### config.mk
export PLATFORM = sky130hd
export DESIGN_NAME = vector_regfile_2r1w
export DESIGN_NICKNAME = d
export VERILOG_FILES = /design/src/rtl/vector_regfile_2r1w.sv
export SDC_FILE = /design/constraint.sdc
export NUM_CORES = 1
export LEC_CHECK = 0
export ABC_CLOCK_PERIOD_IN_PS = 2750
export CAP_MARGIN = 10
export CELL_PAD_IN_SITES_DETAIL_PLACEMENT = 0
export CELL_PAD_IN_SITES_GLOBAL_PLACEMENT = 1
export CORE_MARGIN = 1
export CORE_UTILIZATION = 45
export DETAILED_ROUTE_END_ITERATION = 10
export HOLD_SLACK_MARGIN = 0.03
export PLACE_DENSITY_LB_ADDON = 0.1
export SKIP_LAST_GASP = 1
export SLEW_MARGIN = 10
export SYNTH_ARGS = -nofsm -noshare
export SYNTH_HDL_FRONTEND = slang
export SYNTH_SLANG_ARGS = --single-unit
### constraint.sdc
create_clock -name clk -period 2.75 [get_ports clk]
set_input_delay 0.55 -clock clk [delete_from_list [all_inputs] [get_ports clk]]
set_output_delay 0.55 -clock clk [all_outputs]
set_load 0.01 [all_outputs]
### src/rtl/vector_regfile_2r1w.sv
// Vector register file: two registered read ports, one lane-masked write port, hardware clear sweep.
// Define VRF_BYPASS_EN to forward a same-cycle write (merged word) to a matching read; otherwise read-before-write.
module vector_regfile_2r1w #(
    parameter int  LANES      = 4,
    parameter int  LANE_WIDTH = 8,
    parameter int  ADDR_WIDTH = 5,
    localparam int DATA_WIDTH = LANES * LANE_WIDTH,
    localparam int RAM_DEPTH  = 1 << ADDR_WIDTH
) (
    input  logic                  clk,
    input  logic                  rst_n,
    input  logic                  clr,
    output logic                  init_busy,
    input  logic                  wr_en,
    input  logic [ADDR_WIDTH-1:0] wr_addr,
    input  logic [DATA_WIDTH-1:0] wr_data,
    input  logic [LANES-1:0]      wr_mask,
    input  logic                  rd0_en,
    input  logic [ADDR_WIDTH-1:0] rd0_addr,
    output logic [DATA_WIDTH-1:0] rd0_data,
    output logic                  rd0_valid,
    input  logic                  rd1_en,
    input  logic [ADDR_WIDTH-1:0] rd1_addr,
    output logic [DATA_WIDTH-1:0] rd1_data,
    output logic                  rd1_valid
);

    typedef enum logic {CLEAR, RUN} state_t;

    state_t                state, state_nxt;
    logic [ADDR_WIDTH-1:0] ptr, ptr_nxt;

    logic                  mem_we;
    logic [ADDR_WIDTH-1:0] mem_waddr;
    logic [DATA_WIDTH-1:0] mem_wdata;
    logic [LANES-1:0]      mem_wmask;
    logic                  rd0_acc_p0, rd1_acc_p0;
    logic [DATA_WIDTH-1:0] rd0_word_p0, rd1_word_p0;

    logic [DATA_WIDTH-1:0] mem [RAM_DEPTH];

`ifdef VRF_BYPASS_EN
    function automatic logic [DATA_WIDTH-1:0] merge_lanes(
        input logic [DATA_WIDTH-1:0] old_word,
        input logic [DATA_WIDTH-1:0] new_word,
        input logic [LANES-1:0]      mask
    );
        logic [DATA_WIDTH-1:0] res;
        res = old_word;
        for (int i = 0; i < LANES; i++) begin
            if (mask[i]) res[i*LANE_WIDTH +: LANE_WIDTH] = new_word[i*LANE_WIDTH +: LANE_WIDTH];
        end
        return res;
    endfunction
`endif

    always_ff @(posedge clk or negedge rst_n) begin
        if (!rst_n) begin
            state <= CLEAR;
            ptr   <= '0;
        end else begin
            state <= state_nxt;
            ptr   <= ptr_nxt;
        end
    end

    // The sweep owns the write port in CLEAR; clr in RUN drops everything sampled with it.
    always_comb begin
        state_nxt  = state;
        ptr_nxt    = ptr;
        mem_we     = 1'b0;
        mem_waddr  = ptr;
        mem_wdata  = '0;
        mem_wmask  = '1;
        rd0_acc_p0 = 1'b0;
        rd1_acc_p0 = 1'b0;
        case (state)
            CLEAR: begin
                mem_we = 1'b1;
                if (clr) begin
                    ptr_nxt = '0;
                end else if (ptr == '1) begin
                    state_nxt = RUN;
                    ptr_nxt   = '0;
                end else begin
                    ptr_nxt = ptr + ADDR_WIDTH'(1);
                end
            end
            RUN: begin
                if (clr) begin
                    state_nxt = CLEAR;
                    ptr_nxt   = '0;
                end else begin
                    mem_we     = wr_en;
                    mem_waddr  = wr_addr;
                    mem_wdata  = wr_data;
                    mem_wmask  = wr_mask;
                    rd0_acc_p0 = rd0_en;
                    rd1_acc_p0 = rd1_en;
                end
            end
            default: state_nxt = CLEAR;
        endcase
    end

    assign init_busy = (state == CLEAR);

    always_ff @(posedge clk) begin
        if (mem_we) begin
            for (int i = 0; i < LANES; i++) begin
                if (mem_wmask[i])
                    mem[mem_waddr][i*LANE_WIDTH +: LANE_WIDTH] <= mem_wdata[i*LANE_WIDTH +: LANE_WIDTH];
            end
        end
    end

    always_comb begin
        rd0_word_p0 = mem[rd0_addr];
        rd1_word_p0 = mem[rd1_addr];
`ifdef VRF_BYPASS_EN
        if (mem_we && (mem_waddr == rd0_addr))
            rd0_word_p0 = merge_lanes(mem[rd0_addr], mem_wdata, mem_wmask);
        if (mem_we && (mem_waddr == rd1_addr))
            rd1_word_p0 = merge_lanes(mem[rd1_addr], mem_wdata, mem_wmask);
`endif
    end

    // Read stage: data holds when no read is accepted.
    always_ff @(posedge clk or negedge rst_n) begin
        if (!rst_n) begin
            rd0_data  <= '0;
            rd0_valid <= 1'b0;
            rd1_data  <= '0;
            rd1_valid <= 1'b0;
        end else begin
            rd0_valid <= rd0_acc_p0;
            rd1_valid <= rd1_acc_p0;
            if (rd0_acc_p0) rd0_data <= rd0_word_p0;
            if (rd1_acc_p0) rd1_data <= rd1_word_p0;
        end
    end

endmodule

**Word-level counts from Yosys, hierarchy flattened**

Memories as Yosys holds them, arrays and structs flattened. A register that Yosys moved wholly into a read port is not among the register bits.
Cells that the tools add are included.
Widths: inputs -> output; s select.

- Reductions and logical operators: 2
- Bitwise logic cells: 1
- $lt $le $gt $ge: 0
- Div/mod/pow operators: 0
- Eq/ne operators: 2
- $mul: 0
- $add $sub $neg: 1
- Shift operators: 0
- Mux-type cells: 32

Operator list:

| operator | count |
|---|---|
| $mux 32 | 2 |
| $mux 5 | 5 |
| $mux 1 | 20 |
| $pmux 5 s2 | 1 |
| $mux 4 | 2 |
| $add 5x1->5 const B | 1 |
| $eq 5x5->1 const B | 1 |
| $pmux 1 s2 | 2 |
| $logic_not 1->1 | 2 |
| $ne 2x2->1 const B | 1 |
| $not 1->1 | 1 |

- Flip-flop bits (word level): 8
- Logic and storage cells: 43
- Memories kept: 1
- Output and inout port bits: 67
- Bits in read-only memories: 0
- Bits in latches: 0
- Memory bits (writable): 1,024

Memory list:

| memory | depth | width | rd ports | clocked after memory_dff | wr ports | RTL line | text |
|---|---|---|---|---|---|---|---|
| mem | 32 | 32 | 2 | 2 | 1 | 40 | `logic [DATA_WIDTH-1:0] mem [RAM_DEPTH];` |

**Depth between registers and ports, before layout**

- Word-level depth: 5
- Mapped depth: 8
- Depth with buffers taken out: 6

**Worst setup path before layout**

Ideal clock, no wire load.

- Path type: input to register
- From: input port clr
- To: memory mem[27][0] in the netlist's numbering, enable pin
- Slack: 221 ps
- Library setup time: 370 ps
- Arrival: 2,159 ps
- Required time: 2,380 ps
- Cell stages on the path: 7
- Cells stage by stage: buf_2 nor2b_1 buf_2 mux2_2 nor2_1 nand2_1 nor2_1

- Word-level cells in the longest chain between the ends: 5
- Elaborated cells on any way between the ends: 9
- Those cells by class: mux (9)

RTL lines:

| element | RTL line | text |
|---|---|---|
| start, declared | 12 | `input logic clr,` |
| $mux 4 | 90 | `if (clr) begin` |
| $mux 4 | 77 | `case (state)` |
| $mux 1 | 111 | `if (mem_wmask[i])` |
| $mux 1 | 109 | `if (mem_we) begin` |
| $mux 1 (not written as such) | 112 | `mem[mem_waddr][i*LANE_WIDTH +: LANE_WIDTH] <= mem_wdata[i*LANE_WIDTH +: LANE_WIDTH];` |
| end, declared | 40 |  |

Parallel ways exist; a longest one is shown, timed or not.

**Worst setup path after layout**

- From: register state
- To: memory mem[29][28] in the netlist's numbering, enable pin

- Word-level cells in the longest chain between the ends: 4
- Elaborated cells on any way between the ends: 7
- Those cells by class: mux (6); bitwise (1)

RTL lines:

| element | RTL line | text |
|---|---|---|
| start, declared | 30 | `state_t state, state_nxt;` |
| start signal, assigned | 62 | `state <= state_nxt;` |
| $not 1->1 or $mux 4 (tied branches) | - |  |
| $pmux 1 s2 or $mux 1 (tied branches) | 77, 111 |  |
| $mux 1 | 109 |  |
| $mux 1 (not written as such) | 112 |  |

Parallel ways exist; a longest one is shown, timed or not.

==> results.json <==
{
  "status": "finished, final reports clean",
  "syn_nets": 3577,
  "cp.arrival_ns": 3.11,
  "syn_area_per_cell_sq_um": 14.9,
  "stdcell_count": 5690,
  "ys_warn_count": 0,
  "vdd_drop_max_v": 0.000591,
  "antenna_cells": 0,
  "drc": 0,
  "p_leak_nw": 26.2,
  "synth.area.top_cells": "edfxtp_1, mux2i_1, a22oi_1",
  "crit_fanout": 11,
  "setup_viol": 0,
  "ys_ff_latch": 1096,
  "hold_viol": 0,
  "grt_pass1_vias": 35600,
  "cp-end-kind": "flip-flop",
  "relSlewSlack": 0.568,
  "hpwl_um": 116000,
  "vias": 34700,
  "routed_wl_um": 165000,
  "die-area_sq_mm": 0.118,
  "clk_pin_slew_ns": 0.06,
  "worst_pin_slew_ns": 0.643,
  "cts_buffers": 118,
  "period_share": 0.962,
  "critPathRequiredTime_ns": 3.21,
  "drv_slew": 0,
  "skew_ns": 0.0232,
  "fmax_ghz": 0.378,
  "die_y_um": 343,
  "ys.flop_type": "edfxtp_1",
  "antenna_found_initial": 3,
  "yosysTopAreaCell": "edfxtp_1",
  "synth_top_area_frac": 0.588,
  "core_area_sq_mm": 0.115,
  "drt_iter0_markers": 3043,
  "cp_cell_sequence": "nor2b_4 > buf_4 > mux2i_1 > nor2_1 > nand2_1 > buf_4 > nor2_1 > buf_4",
  "syn-cell-area_sq_mm": 0.0523,
  "fin_nets": 4135,
  "firstDrtPassIters": 7,
  "cpMostUsedCell": "buf_4",
  "ys_async_sr_fraction": 0.0657,
  "path_class": "reg -> reg",
  "htreeDepth": 3,
  "port_buffers": 123,
  "holdCritPathClass": "in -> async",
  "r2r_slack_ns": 0.10,
  "rows": 124,
  "power_mw": 38.8,
  "dp.cells": 5466,
  "final.setup.worst_slack_ns": 0.104,
  "root_buffer": "clkbuf_16",
  "postSynthCellCount": 3518,
  "routedWlPerCell_um": 29.0,
  "mostFrequentLayoutCells": "mux2i_1, edfxtp_1, buf_4, a22oi_1, nor2_1",
  "fin_crit_ns": 2.65,
  "final_core_util": 0.555,
  "grt_pass1_wl_um": 240000,
  "place_ws_ns": -0.688,
  "powerDensity_mw_per_mm2": 608,
  "boundaryPins": 124,
  "cpPeakStageDelay_ns": 0.59,
  "grt.total_usage": 0.278,
  "clock_path_buffers": 3,
  "gp_congestion": 0.941,
  "layout_commonest_cell": "mux2i_1",
  "via_per_inst": 6.09,
  "cts_tree": "done",
  "cts.sinks": 1096,
  "grt_max_degree": 49,
  "rsz0062_at_grt": "no",
  "ys_seq_area_frac": 0.623,
  "crit_slowest_cell": "dfrtp_1",
  "start_util": 0.455,
  "startpoint_type": "flip-flop",
  "clk_latency_ns": 0.72,
  "synth_edf_count": 1024,
  "fill_cells": 9230,
  "grt_overflow": 0,
  "die_x_um": 343,
  "areaGrowthSynthToFinish_pct": 21.9,
  "drv_cap": 0,
  "drive_above_1_share": 0.212,
  "ys_types": 37,
  "final_antenna_net_count": 0
}
==> area by class of cell <==
cell class                 instances  area, sq um  area share
sequential                      1096        32600       0.511
multi-input combinational       2134        18200       0.285
timing repair buffer             723         7020       0.110
clock buffer                     142         3160      0.0495
tap                             1512         1890      0.0297
clock inverter                    80          931      0.0146
inverter                           3         15.0    0.000236
==> worst paths after layout <==
| kind | startpoint | to | cells past startpoint |
|---|---|---|---|
| min in group clk | rd1_data[5] | rd1_data[5] | 2 |
| setup / recovery | state | mem[29][28] | 8 |
| hold / removal | rst_n | rd1_valid | 2 |
| setup reg to reg | state | mem[29][28] | 8 |
| max in group asynchronous | rst_n | rd0_data[12] | 3 |
| hold reg to reg | rd1_data[5] | rd1_data[5] | 2 |
==> state kept, by name, summed over array words and instances, names as in the netlist <==
register	count
rd0_valid	1
state	1
rd0_data	32
mem	1024
ptr	5
rd1_data	32
rd1_valid	1
==> metrics by stage <==
| stage | setup TNS, ns | hold slack, ns | cell area (sq um) |
|---|---|---|---|
| final | 0 | 0.278 | 63700 |
| after global routing | 0 | 0.258 | 63700 |
| after CTS | 0 | 0.232 | 63700 |
| after detailed placement | -324.45 | 0.453 | 59600 |
| after global placement | -265.83 | 0.457 | 59600 |
| after floorplan | 0 | 0.254 | 52300 |
==> synth_stat cells (2+ instances only) <==
cell / number
edfxtp_1: 1024
buf_1: 24
buf_2: 29
a221oi_2: 2
nand3b_1: 3
nor2_1: 148
dfrtp_1: 72
a22o_1: 128
buf_4: 41
buf_8: 13
o21ai_1: 2
nand2_1: 105
a22oi_1: 256
a31oi_1: 2
buf_6: 21
mux2_2: 4
o41ai_2: 64
nor2b_1: 6
or2_2: 2
ha_1: 2
and2_1: 34
clkbuf_1: 135
a21oi_1: 135
o22ai_1: 64
o21ai_0: 3
nand2b_1: 11
mux2i_1: 1030
a221oi_1: 126
inv_1: 3
clkbuf_4: 22
==> routing by layer <==
metal,GRT usage,wire (um),vias up
met1,0.377,70200,17700
met3,0.0431,10700,281
met5,0,0,-
met4,0.0884,5100,0
met2,0.460,79000,1399
li1,-,-,15300
==> worst max-delay path, delay by kind of cell, from the launching register on <==
kind          cells  cell delay, ns
buf+inv           3            0.54
simple gates      4            0.76
flops             1            0.59
mux               1            0.51
==> report_power, final <==
part	leakage (nW)	total [mW]	switching, mW	internal, mW
Combinational	12.6	3.71	2.02	1.69
Clock	1.95	16.6	6.76	9.88
Sequential	11.6	18.4	0.170	18.2
Total	26.2	38.8	8.95	29.8
==> what timing repair did <==
action                                  4_1_cts  5_1_grt
buffers inserted                              1        0
hold buffers                                  1        0
hold endpoints to repair                     22        0
endpoints found under the setup margin       40        0
gates resized for setup                       2        0
==> cells by family after synthesis <==
family                   share of synthesized area
buffers and inverters                       0.0317
AO/OA/AOI/OAI                                0.121
AND/OR/NAND/NOR                             0.0258
adder cells (fa/ha/maj)                   0.000479
multiplexers                                 0.198
flip-flops                                   0.623
(Power assumes the default switching activity.)
